`src/rtl/dmem_pkg.sv`:
```
// Shared types and constants for the data-memory arbiter slice.
package dmem_pkg;

    typedef enum logic [1:0] {
        IDLE   = 2'd0,
        ACCESS = 2'd1,
        DONE   = 2'd2
    } state_t;

    localparam logic PORT_CORE = 1'b0;
    localparam logic PORT_DMA  = 1'b1;

endpackage

```
`src/rtl/dmem_arbiter_rr_arb2.sv`:
```
// Two-way round-robin arbiter: a lone request always wins, a tie goes to the pointed port.
module rr_arb2
    import dmem_pkg::*;
(
    input  logic [1:0] req,
    input  logic       ptr,
    output logic [1:0] gnt
);

    // Grant vector is purely combinational; the pointer only matters on a tie.
    always_comb begin
        gnt = req;
        if (req == 2'b11) begin
            gnt            = 2'b00;
            gnt[PORT_CORE] = (ptr == PORT_CORE);
            gnt[PORT_DMA]  = (ptr == PORT_DMA);
        end
    end

endmodule

```
`src/rtl/dmem_arbiter.sv`:
```
// Shares a single-port data memory between the core (port 0) and DMA/debug (port 1).
// Each access takes three cycles: IDLE (arbitrate and latch), ACCESS (drive dmem), DONE (pulse done).
module dmem_arbiter
    import dmem_pkg::*;
#(
    parameter int ADDR_W = 32,
    parameter int DATA_W = 32,
    parameter int DEPTH  = 32
) (
    input  logic              clk,
    input  logic              rst_n,
    input  logic [1:0]        req_i,
    input  logic [1:0]        we_i,
    input  logic [ADDR_W-1:0] addr0_i,
    input  logic [ADDR_W-1:0] addr1_i,
    input  logic [DATA_W-1:0] wdata0_i,
    input  logic [DATA_W-1:0] wdata1_i,
    output logic [1:0]        done_o,
    output logic              err_o,
    output logic [DATA_W-1:0] rdata_o,
    output logic [ADDR_W-1:0] mem_addr_o,
    output logic              mem_rd_o,
    output logic              mem_wr_o,
    output logic [DATA_W-1:0] mem_wdata_o,
    input  logic [DATA_W-1:0] mem_rdata_i
);

    state_t            state;
    state_t            state_nx;
    logic              rr_ptr;
    logic [1:0]        gnt;
    logic              winner;
    logic              lat_id;
    logic              lat_we;
    logic [ADDR_W-1:0] lat_addr;
    logic [DATA_W-1:0] lat_wdata;
    logic              in_range;

    rr_arb2 u_arb (
        .req (req_i),
        .ptr (rr_ptr),
        .gnt (gnt)
    );

    assign winner   = gnt[PORT_DMA];
    assign in_range = (lat_addr < ADDR_W'(DEPTH));

    // State register; reset drops any access in flight without a done pulse.
    always_ff @(posedge clk or negedge rst_n) begin
        if (!rst_n) begin
            state <= IDLE;
        end else begin
            state <= state_nx;
        end
    end

    // Latch the winning request in IDLE so requesters only need stable inputs for that one cycle.
    always_ff @(posedge clk or negedge rst_n) begin
        if (!rst_n) begin
            lat_id    <= PORT_CORE;
            lat_we    <= 1'b0;
            lat_addr  <= '0;
            lat_wdata <= '0;
            rr_ptr    <= PORT_CORE;
        end else if (state == IDLE && req_i != 2'b00) begin
            lat_id    <= winner;
            lat_we    <= we_i[winner];
            lat_addr  <= (winner == PORT_DMA) ? addr1_i : addr0_i;
            lat_wdata <= (winner == PORT_DMA) ? wdata1_i : wdata0_i;
            rr_ptr    <= ~winner;
        end
    end

    // Capture read data at the end of ACCESS; writes and out-of-range accesses leave zero behind.
    always_ff @(posedge clk or negedge rst_n) begin
        if (!rst_n) begin
            rdata_o <= '0;
        end else if (state == ACCESS) begin
            rdata_o <= (!lat_we && in_range) ? mem_rdata_i : '0;
        end
    end

    // Next-state and output decode; memory strobes are suppressed for out-of-range addresses.
    always_comb begin
        state_nx    = state;
        done_o      = 2'b00;
        err_o       = 1'b0;
        mem_rd_o    = 1'b0;
        mem_wr_o    = 1'b0;
        mem_addr_o  = '0;
        mem_wdata_o = '0;
        case (state)
            IDLE: begin
                if (req_i != 2'b00) begin
                    state_nx = ACCESS;
                end
            end
            ACCESS: begin
                mem_addr_o  = lat_addr;
                mem_wdata_o = lat_wdata;
                mem_rd_o    = in_range && !lat_we;
                mem_wr_o    = in_range && lat_we;
                state_nx    = DONE;
            end
            DONE: begin
                done_o[lat_id] = 1'b1;
                err_o          = !in_range;
                state_nx       = IDLE;
            end
            default: begin
                state_nx = IDLE;
            end
        endcase
    end

endmodule

```
`config.mk`:
```
export PLATFORM = sky130hd
export DESIGN_NAME = dmem_arbiter
export DESIGN_NICKNAME = d
export VERILOG_FILES = /design/src/rtl/dmem_pkg.sv /design/src/rtl/dmem_arbiter_rr_arb2.sv /design/src/rtl/dmem_arbiter.sv
export SDC_FILE = /design/constraint.sdc
export NUM_CORES = 1
export LEC_CHECK = 0
export ABC_AREA = 1
export CORE_MARGIN = 8
export CORE_UTILIZATION = 42
export DETAILED_ROUTE_END_ITERATION = 8
export GPL_TIMING_DRIVEN = 0
export HOLD_SLACK_MARGIN = 0.05
export PLACE_DENSITY = 0.87
export SYNTH_ARGS = -nofsm -noshare
export SYNTH_HDL_FRONTEND = slang
export SYNTH_SLANG_ARGS = --single-unit
```
`constraint.sdc`:
```
create_clock -name clk -period 2.3 [get_ports clk]
set_input_delay 0.575 -clock clk [delete_from_list [all_inputs] [get_ports clk]]
set_output_delay 0.575 -clock clk [all_outputs]
set_load 0.03 [all_outputs]
```
==> results of run 1 <==
## placed cells by master, fill, tap and decap left out, types with 2 or more instances in the layout
master and instances:
clkdlybuf4s50_1 196, nand3_1 33, dfrtp_1 101, inv_1 68, nor2_2 3, buf_6 3, nor2_1 81, clkinv_2 2
clkbuf_16 9, clkdlybuf4s18_2 2, nand2_1 206, a22oi_1 64, dlygate4sd2_1 2, nor2_4 3, o21bai_1 2, clkbuf_2 5
buf_4 16, clkbuf_4 3, buf_2 62, clkbuf_1 10, nor3_1 2, clkdlybuf4s15_2 10
## critical path, cell delays in order, from the launching register on
cell     delay (ps)
dfrtp_1         400
nor2_1          120
nand2_1          70
nor2_1          120
nand2_1         150
nor2_4          160
buf_6           110
nor2_1           30
buf_2           180
## state kept, by name, summed over array words and instances, names as in the netlist
name,flops
state,2
lat_id,1
rr_ptr,1
rdata_o,32
lat_we,1
lat_wdata,32
lat_addr,32
## cells by family (layout without fill, tap and decap cells)
logic type,count (synthesis),after routing,synth area share [%]
DFF,101,101,52.87
AOI/OAI and AO/OA,68,68,10.73
buffers and inverters,106,391,9.186
and+or+nand+nor,330,330,27.22
## layer usage
layer | vias up | GRT usage, % | routed length, um
li1 | 2455 | - | -
met1 | 2377 | 26.14 | 6657
met2 | 220 | 38.29 | 8543
met3 | 28 | 8.510 | 1790
met4 | 0 | 8.911 | 437
met5 | - | 0 | 0
## worst max-delay path by stage
| stage | endpoint | slack, ps | depth (start not counted) |
|---|---|---|---|
| 2_1_floorplan | mem_rd_o | 220 | 4 |
| 3_3_place_gp | rdata_o[5] | -3240 | 1 |
| 3_5_place_dp | mem_addr_o[23] | -370 | 7 |
| 4_1_cts | mem_addr_o[18] | 0.3 | 5 |
| 5_1_grt | err_o | -90 | 8 |
| 6_report | err_o | 40 | 8 |
## power by group
group / internal (W) / total [W] / leakage (nW) / switching, W
Combinational: 0.00152 / 0.00422 / 2.52 / 0.00270
Clock: 0.000756 / 0.00139 / 0.129 / 0.000635
Sequential: 0.00238 / 0.00277 / 1.30 / 0.000392
## repair_timing
action                                  4_1_cts  5_1_grt
hold endpoints to repair                      0        0
pin swaps                                     2        1
resized for setup                           306       36
endpoints found under the setup margin       69       67
hold buffers                                  0        0
setup buffers                                 2        1
## area by class of cell
| class | instances | area, um^2 | share of cell area (%) |
|---|---|---|---|
| repair buffers | 270 | 2462 | 31.82 |
| multi-input cells | 398 | 1832 | 23.67 |
| flip-flops and latches | 101 | 2527 | 32.66 |
| well taps | 143 | 178.9 | 2.312 |
| inverters | 69 | 261.5 | 3.380 |
| plain buffers | 37 | 215.2 | 2.781 |
| clock buffers | 13 | 250.2 | 3.234 |
| clock inverters | 2 | 10.01 | 0.1294 |
## stage by stage
| stage | hold slack [ps] | total power [W] | worst slack (ps) | cell area (um^2) |
|---|---|---|---|---|
| after floorplan | 279.4 | 0.005435 | 216.7 | 4781 |
| after global placement | 460.7 | 0.007152 | -3236 | 7622 |
| after detailed placement | 463.8 | 0.007256 | -372.7 | 7647 |
| after CTS | 238.1 | 0.008449 | 0.2536 | 7777 |
| after global routing | 265.0 | 0.008991 | -94.72 | 7737 |
| final | 215.1 | 0.008382 | 43.03 | 7737 |
==> impl_metrics.prom, run 1 <==
# TYPE chip_impl_metric gauge
chip_impl_info{name="result_of_the_run",value="finished clean"} 1
chip_impl_metric{name="die_height",unit="um"} 122.7
chip_impl_metric{name="via_count_of_the_first_global_routing_pass",unit=""} 5214
chip_impl_metric{name="max-cap-violations",unit=""} 0
chip_impl_metric{name="avg_wl_per_cell",unit="um"} 16.87
chip_impl_info{name="ys_top_cells_by_area",value="dfrtp_1, nand2_1, a22oi_1, nor2_1, inv_1"} 1
chip_impl_metric{name="dpl.hpwl",unit="um"} 13650
chip_impl_metric{name="postLayoutCoreUtil",unit="%"} 68.64
chip_impl_metric{name="yosysUniqueCellTypes",unit=""} 18
chip_impl_metric{name="die_footprint",unit="um^2"} 15050
chip_impl_metric{name="n_antenna_cell",unit=""} 0
chip_impl_metric{name="maxClockFrequency",unit="MHz"} 443.1
chip_impl_metric{name="grt_pass1_wl",unit="um"} 26900
chip_impl_metric{name="number_of_non_filler_instances_in_the_completed_layout",unit=""} 1033
chip_impl_metric{name="ant_nets",unit=""} 0
chip_impl_metric{name="floorplan.initialDensity",unit="%"} 42.41
chip_impl_metric{name="cts_buffers",unit=""} 9
chip_impl_info{name="setup.worst_path.start_class",value="flip-flop"} 1
chip_impl_metric{name="final-max-slew-violation-count",unit=""} 0
chip_impl_metric{name="place_congestion",unit=""} 0.8343
chip_impl_metric{name="cts_max_level",unit=""} 3
chip_impl_metric{name="core",unit="um^2"} 11270
chip_impl_info{name="critical_path.endpoint_type",value="output port"} 1
chip_impl_metric{name="detail_route.wirelength",unit="um"} 17430
chip_impl_metric{name="residual_drc",unit=""} 0
chip_impl_metric{name="drt-pass1-iter-count",unit=""} 5
chip_impl_metric{name="r2r_slack",unit="ps"} 720
chip_impl_info{name="hp_class",value="in -> async"} 1
chip_impl_info{name="synth_top_area_cell",value="dfrtp_1"} 1
chip_impl_metric{name="finalCritPeriodShare",unit="%"} 98.13
chip_impl_info{name="startpoint",value="lat_addr[14]"} 1
chip_impl_metric{name="grt_start_max_net_pins",unit=""} 62
chip_impl_metric{name="synth_seq_area_share",unit="%"} 52.87
chip_impl_metric{name="vias",unit=""} 5080
chip_impl_info{name="critical_setup_path_kind",value="reg -> out"} 1
chip_impl_metric{name="slew_headroom",unit="%"} 62.60
chip_impl_metric{name="ir_worst_vdd",unit="V"} 0.0006789
chip_impl_metric{name="synth-seq-cells",unit=""} 101
chip_impl_metric{name="drive_gt1_share",unit="%"} 13.93
chip_impl_info{name="r2r-start",value="lat_addr[14]"} 1
chip_impl_metric{name="cts_buffer_depth",unit=""} 2
chip_impl_metric{name="setup_viol",unit=""} 0
chip_impl_metric{name="worst-r2r-cell-count",unit=""} 9
chip_impl_metric{name="grt.total_usage",unit="%"} 22.91
chip_impl_info{name="synth_flop_cell",value="dfrtp_1"} 1
chip_impl_metric{name="synth-edff-count",unit=""} 0
chip_impl_metric{name="flow.area_growth_from_synthesis",unit="%"} 61.84
chip_impl_info{name="post_synth_most_frequent_cells",value="nand2_1, dfrtp_1, nor2_1"} 1
chip_impl_metric{name="grt_antenna_before_repair",unit=""} 0
chip_impl_metric{name="boundaryPins",unit=""} 267
chip_impl_metric{name="syn-mean-instance-area",unit="um^2"} 7.902
chip_impl_metric{name="timing_worst_slew_pin_value",unit="ps"} 561.0
chip_impl_metric{name="yosysTopAreaCellShare",unit="%"} 52.87
chip_impl_metric{name="cp_data_arrival_time",unit="ps"} 1680
chip_impl_metric{name="clock_insertion_delay_worst_skew",unit="ps"} 340
chip_impl_metric{name="cells_after_dpl",unit=""} 1015
chip_impl_info{name="cts_tree",value="yes"} 1
chip_impl_metric{name="synth_fp_nets",unit=""} 771
chip_impl_info{name="yosysMostFrequentCell",value="nand2_1"} 1
chip_impl_metric{name="final_nets",unit=""} 1052
chip_impl_metric{name="async_s_r_ff_share_synth",unit="%"} 100.0
chip_impl_metric{name="number_of_warning_messages_in_the_yosys_log",unit=""} 0
chip_impl_metric{name="setup-tns-final",unit="ps"} 0
chip_impl_info{name="timing.rr.end",value="rdata_o[14]"} 1
chip_impl_metric{name="die_width",unit="um"} 122.7
chip_impl_metric{name="power_density",unit="nW/um^2"} 1083
chip_impl_metric{name="port_buffers",unit=""} 266
chip_impl_info{name="cts.root.buffer_cell",value="clkbuf_16"} 1
chip_impl_metric{name="layout_min_cycle_time",unit="ps"} 2257
chip_impl_metric{name="reg_clk_slew_reported_paths",unit="ps"} 70
chip_impl_metric{name="cts_num_sinks",unit=""} 101
chip_impl_metric{name="critical_path_required",unit="ps"} 1730
chip_impl_info{name="rsz0062_at_grt",value="true"} 1
chip_impl_metric{name="final.setup_skew",unit="ps"} 6.813
chip_impl_metric{name="post_drt_via_cell_ratio",unit=""} 4.918
chip_impl_metric{name="critical_path_peak_fanout",unit=""} 3
chip_impl_metric{name="drt_first_iter_violations",unit=""} 352
chip_impl_metric{name="std_cell_rows",unit=""} 39
chip_impl_metric{name="mappedNetlistArea",unit="um^2"} 4781
chip_impl_metric{name="grt-ovfl-total",unit=""} 0
chip_impl_metric{name="final_hold_viol_count",unit=""} 0
chip_impl_metric{name="synthCells",unit=""} 605
chip_impl_metric{name="power.static_leakage",unit="nW"} 3.944
chip_impl_metric{name="fill_cells",unit=""} 933
Power figures use the tool's default switching activity.
==> inputs of run 2 (changes only) <==
- RECOVER_POWER: not set -> 100
- SKIP_LAST_GASP: not set -> 1
==> impl_metrics.prom, run 2 (synthesized netlist as in run 1, its figures left out) <==
# TYPE chip_impl_metric gauge
chip_impl_metric{name="cts_buffers",unit=""} 9
chip_impl_info{name="cts.root.buffer_cell",value="clkbuf_16"} 1
chip_impl_metric{name="port_buffers",unit=""} 266
chip_impl_info{name="layout_commonest_cell",value="nand2_1"} 1
chip_impl_info{name="r2r-start",value="lat_addr[14]"} 1
chip_impl_metric{name="critical_path_peak_fanout",unit=""} 3
chip_impl_metric{name="final_hold_viol_count",unit=""} 0
chip_impl_metric{name="cts_buffer_depth",unit=""} 2
chip_impl_metric{name="die_width",unit="um"} 122.7
chip_impl_metric{name="postCtsHoldBufs",unit=""} 0
chip_impl_metric{name="final_nets",unit=""} 1054
chip_impl_metric{name="grt.total_usage",unit="%"} 22.90
chip_impl_metric{name="ir_worst_vdd",unit="V"} 0.0006812
chip_impl_metric{name="fill_cells",unit=""} 934
chip_impl_metric{name="vias",unit=""} 5066
chip_impl_metric{name="drt-pass1-iter-count",unit=""} 5
chip_impl_metric{name="worst-r2r-cell-count",unit=""} 10
chip_impl_metric{name="die_footprint",unit="um^2"} 15050
chip_impl_metric{name="residual_drc",unit=""} 0
chip_impl_metric{name="finalCritPeriodShare",unit="%"} 97.21
chip_impl_metric{name="r2r_slack",unit="ps"} 620
chip_impl_info{name="worstPathCellList",value="nor2_1 > nand2_1 > nor2_2 > nand2_2 > nor3_1 > buf_2"} 1
chip_impl_info{name="layout.cells.most_common_list",value="nand2_1, clkdlybuf4s50_1, dfrtp_1, nor2_1, inv_1"} 1
chip_impl_info{name="critical-path-top-delay-family",value="simple AND/OR/NAND/NOR gates"} 1
chip_impl_info{name="rsz0062_at_grt",value="true"} 1
chip_impl_metric{name="dp_slack",unit="ps"} -372.7
chip_impl_metric{name="cts_num_sinks",unit=""} 101
chip_impl_metric{name="final-max-slew-violation-count",unit=""} 0
chip_impl_metric{name="timing_worst_slew_pin_value",unit="ps"} 1092
chip_impl_info{name="reg_top3",value="lat_addr: 32 flops, lat_wdata: 32 flops, rdata_o: 32 flops"} 1
chip_impl_metric{name="std_cell_rows",unit=""} 39
chip_impl_info{name="critical_setup_path_kind",value="reg -> out"} 1
chip_impl_info{name="result_of_the_run",value="finished clean"} 1
chip_impl_info{name="cts_tree",value="yes"} 1
chip_impl_metric{name="n_antenna_cell",unit=""} 0
chip_impl_metric{name="layout_min_cycle_time",unit="ps"} 2236
chip_impl_metric{name="drt_first_iter_violations",unit=""} 394
chip_impl_metric{name="flow.area_growth_from_synthesis",unit="%"} 62.29
chip_impl_metric{name="crit_path_max_incr_delay",unit="ps"} 400
chip_impl_metric{name="post_drt_via_cell_ratio",unit=""} 4.895
chip_impl_metric{name="reg_clk_slew_reported_paths",unit="ps"} 70
chip_impl_metric{name="maxClockFrequency",unit="MHz"} 447.3
chip_impl_metric{name="avg_wl_per_cell",unit="um"} 16.93
chip_impl_metric{name="grt_start_max_net_pins",unit=""} 62
chip_impl_metric{name="dpl.hpwl",unit="um"} 13650
chip_impl_info{name="critical_path.endpoint_type",value="output port"} 1
chip_impl_metric{name="place_area",unit="um^2"} 7647
chip_impl_metric{name="place_congestion",unit=""} 0.8343
chip_impl_metric{name="critical_path.n_buffers_inverters",unit=""} 1
chip_impl_metric{name="boundaryPins",unit=""} 267
chip_impl_metric{name="grt_pass1_wl",unit="um"} 26900
chip_impl_metric{name="setup_viol",unit=""} 0
chip_impl_metric{name="via_count_of_the_first_global_routing_pass",unit=""} 5214
chip_impl_info{name="hp_class",value="in -> async"} 1
chip_impl_info{name="critical_path.slowest_cell",value="dfrtp_1"} 1
chip_impl_metric{name="floorplan.initialDensity",unit="%"} 42.41
chip_impl_metric{name="ant_nets",unit=""} 0
chip_impl_metric{name="postLayoutCoreUtil",unit="%"} 68.83
chip_impl_metric{name="grt_antenna_before_repair",unit=""} 0
chip_impl_metric{name="max-cap-violations",unit=""} 0
chip_impl_metric{name="clock_insertion_delay_worst_skew",unit="ps"} 340
chip_impl_metric{name="core",unit="um^2"} 11270
chip_impl_info{name="timing.rr.end",value="rdata_o[14]"} 1
chip_impl_metric{name="critical_path_required",unit="ps"} 1730
chip_impl_metric{name="grt-ovfl-total",unit=""} 0
chip_impl_metric{name="power_density",unit="nW/um^2"} 1085
chip_impl_metric{name="cp_data_arrival_time",unit="ps"} 1660
chip_impl_metric{name="drive_gt1_share",unit="%"} 14.57
chip_impl_metric{name="finalInstanceArea",unit="um^2"} 7759
chip_impl_metric{name="die_height",unit="um"} 122.7
chip_impl_info{name="setup.worst_path.start_class",value="flip-flop"} 1
chip_impl_metric{name="finalWorstSetupSlack",unit="ps"} 64.21
chip_impl_metric{name="detail_route.wirelength",unit="um"} 17520
chip_impl_metric{name="final.setup_skew",unit="ps"} 6.416
chip_impl_metric{name="slew_headroom",unit="%"} 27.22
chip_impl_metric{name="cts_max_level",unit=""} 3
chip_impl_metric{name="power.static_leakage",unit="nW"} 3.952
-- run 2: cell types whose count changed in the layout (fill, tap and decap cells not counted), moves of 2 or more --
cell      before  now
buf_4         16   20
nor2_2         3    5
nor2_1        81   79
clkbuf_4       3    1
-- run 2: final cells by class --
type / count / area (um^2) / area share [%]
Buffer: 36 / 201.4 / 2.596
Clock buffer: 13 / 250.2 / 3.225
Clock inverter: 2 / 10.01 / 0.1290
Inverter: 69 / 261.5 / 3.370
Multi-Input combinational cell: 398 / 1844 / 23.77
Sequential cell: 101 / 2527 / 32.58
Tap cell: 143 / 178.9 / 2.306
Timing Repair Buffer: 273 / 2485 / 32.03
-- run 2: per-layer routing --
layer	vias to the layer above	GRT usage [%]	part of all wire, %	routed length [um]
met5	-	0	0	0
met4	0	8.911	2.5	437
met3	28	8.510	10	1778
met2	222	38.29	49	8604
met1	2357	26.11	38	6702
li1	2459	-	-	-
-- run 2: metrics by stage --
stage / total power, W / TNS [ps] / cells / hold WS (ps)
global placement: 0.007152 / -337360 / 1014 / 460.7
finish: 0.008418 / 0 / 1035 / 424.3
global route: 0.009029 / -44.10 / 1035 / 497.7
detailed placement: 0.007256 / -12600 / 1015 / 463.8
floorplan: 0.005435 / 0 / 605 / 279.4
CTS: 0.008453 / -99.88 / 1032 / 238.1
-- run 2: where the power goes --
part	total (W)	leakage [nW]	internal [W]	switching, W
logic	0.00426	2.52	0.00155	0.00272
registers	0.00277	1.30	0.00238	0.000391
clock network	0.00139	0.129	0.000756	0.000630
-- run 2: timing repair --
action | 4_1_cts | 5_1_grt
pin swaps | 2 | 7
setup endpoints to repair | 69 | 67
resized for setup | 304 | 44
buffers inserted | 2 | 4
-- run 2: worst max-delay path by stage --
stage                            start               to  slack (ps)  depth (start not counted)
after floorplan               state[1]         mem_rd_o         220                          4
after global placement           rst_n       rdata_o[5]       -3240                          1
after detailed placement      state[0]   mem_addr_o[23]        -370                          7
after CTS                     state[1]   mem_addr_o[23]        -100                          6
after global routing          state[0]  mem_wdata_o[31]         -20                          6
final                     lat_addr[14]         mem_wr_o          60                          6
-- run 2: worst register-to-register path: cells and delay by family (launching register included) --
kind                   cells  cell delay, ps
flip-flops                 1             400
AND/OR/NAND/NOR            7             790
buffers and inverters      3             420
==> inputs of run 3 (changes only) <==
- CORE_UTILIZATION: 42 -> 43
- CTS_BUF_LIST: not set -> sky130_fd_sc_hd__clkbuf_8
- PLACE_DENSITY: 0.87 -> 0.85
==> impl_metrics.prom, run 3 (synthesized netlist as in run 1, its figures left out) <==
# TYPE chip_impl_metric gauge
chip_impl_metric{name="critical_path_peak_fanout",unit=""} 10
chip_impl_metric{name="postCtsHoldBufs",unit=""} 0
chip_impl_metric{name="drive_gt1_share",unit="%"} 16.31
chip_impl_info{name="critical_path.endpoint_type",value="output port"} 1
chip_impl_metric{name="via_count_of_the_first_global_routing_pass",unit=""} 5313
chip_impl_metric{name="cp_data_arrival_time",unit="ps"} 1650
chip_impl_metric{name="flow.area_growth_from_synthesis",unit="%"} 62.08
chip_impl_metric{name="vias",unit=""} 5196
chip_impl_info{name="result_of_the_run",value="finished clean"} 1
chip_impl_metric{name="residual_drc",unit=""} 0
chip_impl_metric{name="place_congestion",unit=""} 0.8227
chip_impl_metric{name="clock_insertion_delay_worst_skew",unit="ps"} 370
chip_impl_metric{name="die_footprint",unit="um^2"} 14750
chip_impl_metric{name="reg_clk_slew_reported_paths",unit="ps"} 90
chip_impl_metric{name="post_drt_via_cell_ratio",unit=""} 5.015
chip_impl_info{name="cts.root.buffer_cell",value="clkbuf_8"} 1
chip_impl_metric{name="grt.total_usage",unit="%"} 23.59
chip_impl_metric{name="final-max-slew-violation-count",unit=""} 0
chip_impl_metric{name="layout_min_cycle_time",unit="ps"} 2227
chip_impl_metric{name="die_height",unit="um"} 121.4
chip_impl_metric{name="drt-pass1-iter-count",unit=""} 5
chip_impl_info{name="setup.worst_path.start_class",value="flip-flop"} 1
chip_impl_metric{name="max-cap-violations",unit=""} 0
chip_impl_metric{name="fill_cells",unit=""} 888
chip_impl_metric{name="multi_input_comb_area",unit="um^2"} 1874
chip_impl_metric{name="power.static_leakage",unit="nW"} 3.952
chip_impl_metric{name="floorplan.initialDensity",unit="%"} 44.10
chip_impl_metric{name="grt-ovfl-total",unit=""} 0
chip_impl_info{name="layout.cells.most_common_list",value="nand2_1, clkdlybuf4s50_1, dfrtp_1, inv_1, nor2_1"} 1
chip_impl_metric{name="power_density",unit="nW/um^2"} 1079
chip_impl_metric{name="final.setup_skew",unit="ps"} 18.45
chip_impl_metric{name="postLayoutCoreUtil",unit="%"} 71.48
chip_impl_info{name="hp_class",value="in -> async"} 1
chip_impl_metric{name="grt_pass1_wl",unit="um"} 27530
chip_impl_metric{name="drt_first_iter_violations",unit=""} 327
chip_impl_metric{name="detail_route.wirelength",unit="um"} 18140
chip_impl_info{name="reg_top3",value="lat_addr: 32 flops, lat_wdata: 32 flops, rdata_o: 32 flops"} 1
chip_impl_metric{name="dp_slack",unit="ps"} -381.5
chip_impl_metric{name="timing_worst_slew_pin_value",unit="ps"} 1187
chip_impl_metric{name="hold-worst-slack",unit="ps"} 427.6
chip_impl_metric{name="final_nets",unit=""} 1056
chip_impl_info{name="rsz0062_at_grt",value="true"} 1
chip_impl_metric{name="setup_viol",unit=""} 0
chip_impl_metric{name="std_cell_rows",unit=""} 38
chip_impl_metric{name="port_buffers",unit=""} 266
chip_impl_metric{name="ir_worst_vdd",unit="V"} 0.0005466
chip_impl_metric{name="maxClockFrequency",unit="MHz"} 449.0
chip_impl_metric{name="core",unit="um^2"} 10840
chip_impl_metric{name="grt_antenna_before_repair",unit=""} 1
chip_impl_metric{name="cts_num_sinks",unit=""} 101
chip_impl_metric{name="critical_path_required",unit="ps"} 1730
chip_impl_metric{name="seqCellArea",unit="um^2"} 2527
chip_impl_metric{name="final_hold_viol_count",unit=""} 0
chip_impl_metric{name="dpl.hpwl",unit="um"} 14100
chip_impl_metric{name="cts_buffer_depth",unit=""} 2
chip_impl_metric{name="cts_max_level",unit=""} 3
chip_impl_metric{name="slew_headroom",unit="%"} 20.89
chip_impl_metric{name="finalCritPeriodShare",unit="%"} 96.83
chip_impl_info{name="critical_setup_path_kind",value="reg -> out"} 1
chip_impl_metric{name="cts_buffers",unit=""} 9
chip_impl_metric{name="die_width",unit="um"} 121.4
chip_impl_metric{name="grt_start_max_net_pins",unit=""} 56
chip_impl_metric{name="finalWorstSetupSlack",unit="ps"} 72.92
chip_impl_metric{name="setup-tns-final",unit="ps"} 0
chip_impl_info{name="layout_commonest_cell",value="nand2_1"} 1
chip_impl_info{name="cts_tree",value="yes"} 1
chip_impl_metric{name="ant_nets",unit=""} 0
chip_impl_metric{name="avg_wl_per_cell",unit="um"} 17.51
chip_impl_metric{name="boundaryPins",unit=""} 267
run 3: changes by cell type in the layout (fill, tap and decap cells not counted), sizes merged:
cell,change
clkdlybuf4s15,-9
diode,+1
clkinvlp,+1
buf,+14
clkbuf,-5
clkdlybuf4s18,-1
inv,+2
bufinv,+1
run 3: report_power, final:
part,leakage (nW),total [W],switching (W),internal [W]
Combinational,2.55,0.00444,0.00279,0.00165
Sequential,1.30,0.00278,0.000406,0.00237
Clock,0.105,0.00114,0.000620,0.000523
Total,3.95,0.00836,0.00381,0.00455
run 3: through the flow:
| step | cell area [um^2] | power (W) | std cells |
|---|---|---|---|
| after floorplan | 4781 | 0.005435 | 605 |
| after global placement | 7619 | 0.007099 | 1011 |
| after detailed placement | 7644 | 0.007238 | 1012 |
| after CTS | 7732 | 0.008227 | 1030 |
| after global routing | 7749 | 0.008918 | 1036 |
| final | 7749 | 0.008359 | 1036 |
run 3: cell type report:
class / instances / area share, %
Antenna cell: 1 / 0.03229
Buffer: 37 / 2.890
Clock buffer: 10 / 1.776
Clock inverter: 6 / 0.7105
Inverter: 69 / 3.407
Multi-Input combinational cell: 398 / 24.19
Sequential cell: 101 / 32.62
Tap cell: 140 / 2.261
Timing Repair Buffer: 274 / 32.12
run 3: critical path, stage by stage (launching register included):
cell	delay, ps
dfrtp_1	350
inv_1	80
nor2_4	170
inv_6	80
buf_6	150
buf_6	150
nor2_1	130
buf_4	180
run 3: metal layers:
metal | GRT usage [%] | up-vias | routed length (um) | share of wire, %
li1 | - | 2464 | - | -
met1 | 26.49 | 2449 | 7083 | 39
met2 | 40.71 | 243 | 9032 | 50
met3 | 6.422 | 40 | 1465 | 8.1
met4 | 11.10 | 0 | 556 | 3.1
met5 | 0 | - | 0 | 0
run 3: timing repair:
| item | 4_1_cts | 5_1_grt |
|---|---|---|
| setup buffers | 2 | 5 |
| setup endpoints to repair | 69 | 65 |
| resized for setup | 327 | 111 |
| pin swaps | 1 | 5 |
run 3: final timing paths:
kind | start | end | slack (ps) | cells past startpoint
max | state[0] | mem_addr_o[28] | 70 | 7
min | rst_n | rdata_o[24] | 430 | 1
min in group clk | rdata_o[22] | rdata_o[22] | 480 | 2
max in group asynchronous | rst_n | lat_wdata[3] | 400 | 2
max reg2reg | state[0] | lat_wdata[2] | 700 | 8
min reg2reg | rdata_o[22] | rdata_o[22] | 480 | 2
